### config.mk
export PLATFORM = sky130hd
export DESIGN_NAME = proj_frag_assembler
export DESIGN_NICKNAME = d
export VERILOG_FILES = /design/src/rtl/proj_frag_assembler.sv
export SDC_FILE = /design/constraint.sdc
export NUM_CORES = 1
export LEC_CHECK = 0
export CAP_MARGIN = 10
export CORE_MARGIN = 2
export CORE_UTILIZATION = 52
export DETAILED_ROUTE_END_ITERATION = 12
export HOLD_SLACK_MARGIN = 0.05
export PLACE_DENSITY = 0.83
export SYNTH_ARGS = -nofsm -noshare
export SYNTH_HDL_FRONTEND = slang
export SYNTH_SLANG_ARGS = --single-unit
### constraint.sdc
create_clock -name clk -period 3.85 [get_ports clk]
set_clock_uncertainty 0.05 [all_clocks]
set_input_delay 0.385 -clock clk [delete_from_list [all_inputs] [get_ports clk]]
set_output_delay 0.385 -clock clk [all_outputs]
set_load 0.05 [all_outputs]
### src/rtl/proj_frag_assembler.sv
// Reassembles FRAG_PART-bit slices, sent LSB-first, into FRAG_LEN-bit fragments with their window index.
// Each fragment is presented once on a valid/ready output, and the last fragment of every index set is flagged.
module proj_frag_assembler #(
    parameter int KMER_LEN          = 4,
    parameter int FRAG_LEN          = 8,
    parameter int BASE_LEN          = 2,
    parameter int INDICES_COUNT     = 3,
    parameter int INDICE_LEN        = 5,
    parameter int FRAG_PART         = 2,
    parameter int SIGNED_INDICE_LEN = INDICE_LEN + 1
) (
    input  logic                         clk,
    input  logic                         rst_n,
    input  logic                         in_valid,
    output logic                         in_ready,
    input  logic [SIGNED_INDICE_LEN-1:0] in_index,
    input  logic [FRAG_PART-1:0]         in_gfm,
    output logic                         out_valid,
    input  logic                         out_ready,
    output logic [FRAG_LEN-1:0]          out_fragment,
    output logic [SIGNED_INDICE_LEN-1:0] out_index,
    output logic [INDICE_LEN-1:0]        out_kmer_index,
    output logic                         out_below_zero,
    output logic                         out_last,
    output logic                         err_index_mismatch
);
    localparam int PARTS  = FRAG_LEN / FRAG_PART;
    localparam int PCW    = (PARTS > 1) ? $clog2(PARTS) : 1;
    localparam int FCW    = (INDICES_COUNT > 1) ? $clog2(INDICES_COUNT) : 1;
    localparam int OFFSET = (FRAG_LEN - KMER_LEN) / 2;

    if (FRAG_LEN % FRAG_PART != 0 || BASE_LEN < 1) begin : g_bad_params
        $error("proj_frag_assembler: FRAG_LEN must be a multiple of FRAG_PART");
    end

    logic [PCW-1:0]               part_cnt;
    logic [FRAG_LEN-1:0]          asm_reg;
    logic [FRAG_LEN-1:0]          merged;
    logic [SIGNED_INDICE_LEN-1:0] idx_reg;
    logic [SIGNED_INDICE_LEN-1:0] frag_idx;
    logic [FCW-1:0]               frag_cnt;
    logic                         last_part;
    logic                         accept;
    logic                         drain;

    assign last_part = (part_cnt == PCW'(PARTS - 1));
    // Only the closing slice needs the output register, so only it can stall.
    assign in_ready  = rst_n && !(last_part && out_valid && !out_ready);
    assign accept    = in_valid && in_ready;
    assign drain     = out_valid && out_ready;
    assign frag_idx  = (PARTS == 1) ? in_index : idx_reg;

    always_comb begin
        merged = asm_reg;
        for (int p = 0; p < PARTS; p++) begin
            if (part_cnt == PCW'(p)) merged[p*FRAG_PART +: FRAG_PART] = in_gfm;
        end
    end

    always_ff @(posedge clk) begin
        if (!rst_n) begin
            part_cnt           <= '0;
            asm_reg            <= '0;
            idx_reg            <= '0;
            frag_cnt           <= '0;
            out_valid          <= 1'b0;
            out_fragment       <= '0;
            out_index          <= '0;
            out_last           <= 1'b0;
            err_index_mismatch <= 1'b0;
        end else begin
            if (accept) begin
                asm_reg  <= merged;
                part_cnt <= last_part ? '0 : part_cnt + PCW'(1);
                if (part_cnt == '0) idx_reg <= in_index;
                else if (in_index != idx_reg) err_index_mismatch <= 1'b1;
            end
            // A completing fragment overwrites the output even while it drains: no bubble.
            if (accept && last_part) begin
                out_valid    <= 1'b1;
                out_fragment <= merged;
                out_index    <= frag_idx;
                out_last     <= (frag_cnt == FCW'(INDICES_COUNT - 1));
                frag_cnt     <= (frag_cnt == FCW'(INDICES_COUNT - 1)) ? '0 : frag_cnt + FCW'(1);
            end else if (drain) begin
                out_valid <= 1'b0;
            end
        end
    end

    assign out_kmer_index = out_index[INDICE_LEN-1:0] + INDICE_LEN'(OFFSET);
    assign out_below_zero = out_index[SIGNED_INDICE_LEN-1];

endmodule

### Word-level counts from Yosys, hierarchy flattened

Cells that the tools add are included.

* flip-flop bits (word level): 35
* input port bits: 12
* output and inout port bits: 24
* logic and storage cells: 38

* $add $sub $neg: 3
* eq/ne operators: 5
* multiplexer cells: 8
* bitwise logic cells: 1
* reductions and logical operators: 12

Operators with widths (count)
* $mux 2: 6
* $eq 2x2->1 const B: 3
* $logic_and 1x1->1: 6
* $ne 6x6->1: 1
* $add 5x2->5 const B: 1
* $add 2x1->2 const B: 2
* $reduce_and 3->1: 1
* $eq 2x1->1 const B: 1
* $logic_not 1->1: 2
* $logic_not 2->1: 1
* $mux 1: 2
* $reduce_and 2->1: 1
* $reduce_bool 2->1: 1
* $not 1->1: 1

### Logic depth before layout (Yosys ltp)

* depth after elaboration: 8
* gate-level depth with buffers: 6
* depth with buffers taken out: 5

### Worst setup path after synthesis

OpenSTA, ideal clock, no wires.

* kind: register to output
* start: register out_index[1]
* end: output port out_kmer_index[4]
* data arrival time: 1678 ps
* required time: 3415 ps
* setup slack: 1737 ps
* stages on the path, launching flop included: 3
* path buffers: 0
* path through: dfxtp_1 > nand3_1 > xnor2_1

* cells in the longest elaborated chain, start to end: 1

Ends and longest elaborated chain
* start: declaration: line 21 `output logic [SIGNED_INDICE_LEN-1:0] out_index,`
* start signal: assignment: line 82 `out_index <= frag_idx;`
* $add 5x2->5: line 91 `assign out_kmer_index = out_index[INDICE_LEN-1:0] + INDICE_LEN'(OFFSET);`
* end: declaration: line 22 `output logic [INDICE_LEN-1:0] out_kmer_index,`

No other way between the ends.

### Final worst setup path

* start: input port rst_n
* end: output port in_ready

* cells in the longest elaborated chain, start to end: 1

Ends and longest elaborated chain
* start: declaration: line 13 `input logic rst_n,`
* $logic_and 1x1->1: line 48 `assign in_ready = rst_n && !(last_part && out_valid && !out_ready);`
* end: declaration: line 15 `output logic in_ready,`

No other way between the ends.

==> flow_metrics.py <==
metrics = {
    "status": {
        "status": "finished, violations left",
        "violations": "design-rule violations",
    },
    "clocking": {
        "clock-root-buffer": "clkbuf_4",
        "clockBufferDepth": 2,
        "clkTransAtPathRegs_ps": 100,
        "cts.repair.resized": 0,
        "tritoncts": "done",
        "cts_buffers": 5,
        "clock_latency_ps": 340,
        "numClockSinks": 33,
        "hold_buffers": 0,
        "post_cts_buffers": 0,
        "cts.htree.levels": 2,
    },
    "detailed_routing": {
        "drtPass1Iterations": 8,
        "wirelength_um": 3780,
        "wire_per_inst_um": 16.2,
        "vias": 1408,
        "drtIter0Drc": 44,
        "vias_per_cell": 6.04,
        "ant_nets": 0,
        "drc": 3,
    },
    "cells_and_area": {
        "post-route-util_pct": 67.8,
        "layout-drive-gt1-share_pct": 4.95,
        "seqCellArea_um2": 661,
        "antenna_cells": 0,
        "largest_reg_flops": 8,
        "nFillCells": 256,
        "multi_input_area_um2": 778,
        "registers.top_by_ff_count": "out_fragment",
        "layoutNonFillerInstCount": 233,
        "nets": 220,
        "synthToLayoutAreaGrowth_pct": 22.4,
    },
    "grt": {
        "antenna_found_initial": 0,
        "grt_pass1_vias": 1316,
        "grt_pass1_wl_um": 6310,
        "grt-ovfl-total": 0,
        "groute.usage.overall_pct": 24.9,
        "grt_max_degree": 27,
    },
    "synthesis": {
        "synth_simple_gate_area_share_pct": 15.0,
        "synth-compound-area-share_pct": 18.9,
        "ys_seq_area_share_pct": 42.5,
        "synth-adder-area-share_pct": 4.03,
        "postSynthNetCount": 193,
        "mappedNetlistArea_um2": 1550,
        "synth_edf_count": 0,
        "synth_top_family_by_area": "compound AO/OA/AOI/OAI gates",
        "synth_xor_xnor_area_share_pct": 4.51,
        "synthArstFlopShare_pct": 0,
        "yosysWarnings": 0,
        "ys.flop_type": "dfxtp_1",
        "synthDistinctLibCells": 31,
        "ys_ff_latch": 33,
        "post_synth_mux_area_share_pct": 7.74,
        "syn_avg_cell_area_um2": 8.82,
        "syn_inst": 176,
    },
    "setup_path": {
        "slowest_delay_ps": 810,
        "worstSetupPathType": "in2out",
        "cpLargestDelayFamily": "buffers and inverters",
        "crit_start": "rst_n",
        "worst-path-buf-inv": 3,
        "rr_startpoint": "part_cnt[1]",
        "path_common_cell": "clkdlybuf4s50_1",
        "path_cells": "clkdlybuf4s50_1 > inv_1 > nor2_1 > clkdlybuf4s50_1",
        "cp_slowest_cell": "clkdlybuf4s50_1",
        "critPathMaxFanout": 15,
        "crit_cells": 4,
        "critical_path_arrival_ps": 2210,
        "cp-end-kind": "output pin",
        "r2r_setup_slack_ps": 2090,
        "r2r_cells": 4,
        "rr_endpoint": "out_fragment[0]",
        "startpoint_type": "input port",
        "required_ps": 3410,
    },
    "die": {
        "coreArea_um2": 2810,
        "io_pins": 36,
        "rows": 19,
        "die_y_um": 58.6,
        "chipWidth_um": 58.6,
        "start_util_pct": 55.4,
        "dieArea_um2": 3440,
    },
    "timing": {
        "hold-worst-slack_ps": 418,
        "finalHoldViolCount": 0,
        "setup_tns_ps": 0,
        "slew_headroom_pct": 58.5,
        "finalCriticalPeriod_ps": 2640,
        "period_share_pct": 68.6,
        "worst_slew_pin_slew_ps": 623,
        "rsz0062_at_grt": "no",
        "slew_violations": 0,
        "max_freq_mhz": 379,
        "setup_viol": 0,
    },
    "place": {
        "numPlacedInstances": 227,
        "place.gp.congestion": 0.811,
        "io_buffers": 35,
        "hpwl_um": 2720,
    },
    "hold_path": {
        "hold_path_startpoint": "asm_reg[3]",
        "hold_depth": 2,
        "worstHoldPathType": "reg2reg",
        "min_to": "asm_reg[3]",
    },
    "power_and_ir_drop": {
        "vdd_ir_drop_max_mv": 0.252,
        "p_leak_nw": 0.716,
        "p_per_area_nw_per_um2": 319,
    },
    "run": {
        "cap_violations": 0,
    },
}
worst reg2reg max path: stages, from the launching register on:
cell and delay, ps:
dfxtp_1 390, ha_1 260, and3_1 550, a21oi_1 150, a211oi_1 270
how the worst max path moves through the flow:
stage                        end  slack, ps
4_1_cts                 in_ready       1230
6_report                in_ready       1210
3_3_place_gp            in_ready       1250
5_1_grt                 in_ready       1130
2_1_floorplan  out_kmer_index[4]       1740
3_5_place_dp            in_ready       1230
metal layers:
metal / share of wire (%) / track usage (%) / vias to the layer above
met3: 5.4 / 7.03 / 12
li1: - / - / 679
met5: 0 / 0 / -
met1: 42 / 30.1 / 673
met2: 49 / 39.8 / 44
met4: 3.1 / 14.3 / 0
cell usage in the layout, fill, tap and decap left out, drive strengths merged:
master	n
clkdlybuf4s50	35
dfxtp	33
a21oi	26
nand3	21
o21ai	18
mux2i	12
nand2	8
xor2	7
a211oi	7
inv	6
ha	5
clkbuf	5
nor2	2
and3	2
nand4b	2
nor3	2
and3b	1
xnor2	1
nand3b	1
nor2b	1
or4	1
nand2b	1
nor4	1
a41oi	1
o221a	1
clkinv	1
buf	1
Yosys cell counts (2+ instances only):
library cell / instances / area, um2
dfxtp_1: 33 / 661
a21oi_1: 26 / 130
nand3_1: 20 / 100
o21ai_0: 17 / 85.1
mux2i_1: 12 / 120
nand2_1: 8 / 30.0
a211oi_1: 7 / 52.6
xor2_1: 7 / 61.3
buf_2: 6 / 30.0
inv_1: 6 / 22.5
ha_1: 5 / 62.6
clkbuf_1: 3 / 11.3
and3_1: 2 / 12.5
buf_1: 2 / 7.51
buf_4: 2 / 15.0
buf_6: 2 / 22.5
nand4b_1: 2 / 17.5
nor2_1: 2 / 7.51
nor3_1: 2 / 10.0
power by group:
part | leakage [nW] | total, mW | switching (mW) | internal, mW
Sequential | 0.267 | 0.356 | 0.00679 | 0.350
Clock | 0.0269 | 0.175 | 0.112 | 0.0632
Combinational | 0.422 | 0.0744 | 0.0418 | 0.0326
Total | 0.716 | 0.606 | 0.160 | 0.445
metrics by stage:
stage | total power, mW | setup slack (ps) | instance area (um2)
after floorplan | 0.410 | 1740 | 1550
after global routing | 0.630 | 1130 | 1900
after detailed placement | 0.438 | 1230 | 1860
after CTS | 0.605 | 1230 | 1900
final | 0.606 | 1210 | 1900
after global placement | 0.434 | 1250 | 1860
cells by family (layout without fill, tap and decap cells):
| logic type | count (synthesis) | count (layout) |
|---|---|---|
| muxes | 12 | 12 |
| buffers and inverters | 22 | 48 |
| DFF | 33 | 33 |
| adders and majority gates | 5 | 5 |
| and+or+nand+nor | 43 | 43 |
| xor gates and xnor gates | 8 | 8 |
| AOI/OAI and AO/OA | 53 | 53 |
cell type report:
cell class                 count  share of cell area [%]
clock buffer                   5                    1.97
clock inverter                 1                   0.263
inverter                       6                    1.18
multi-input combinational    121                    40.9
sequential                    33                    34.8
tap                           31                    2.04
timing repair buffer          36                    18.8
Power figures use the tool's default switching activity.
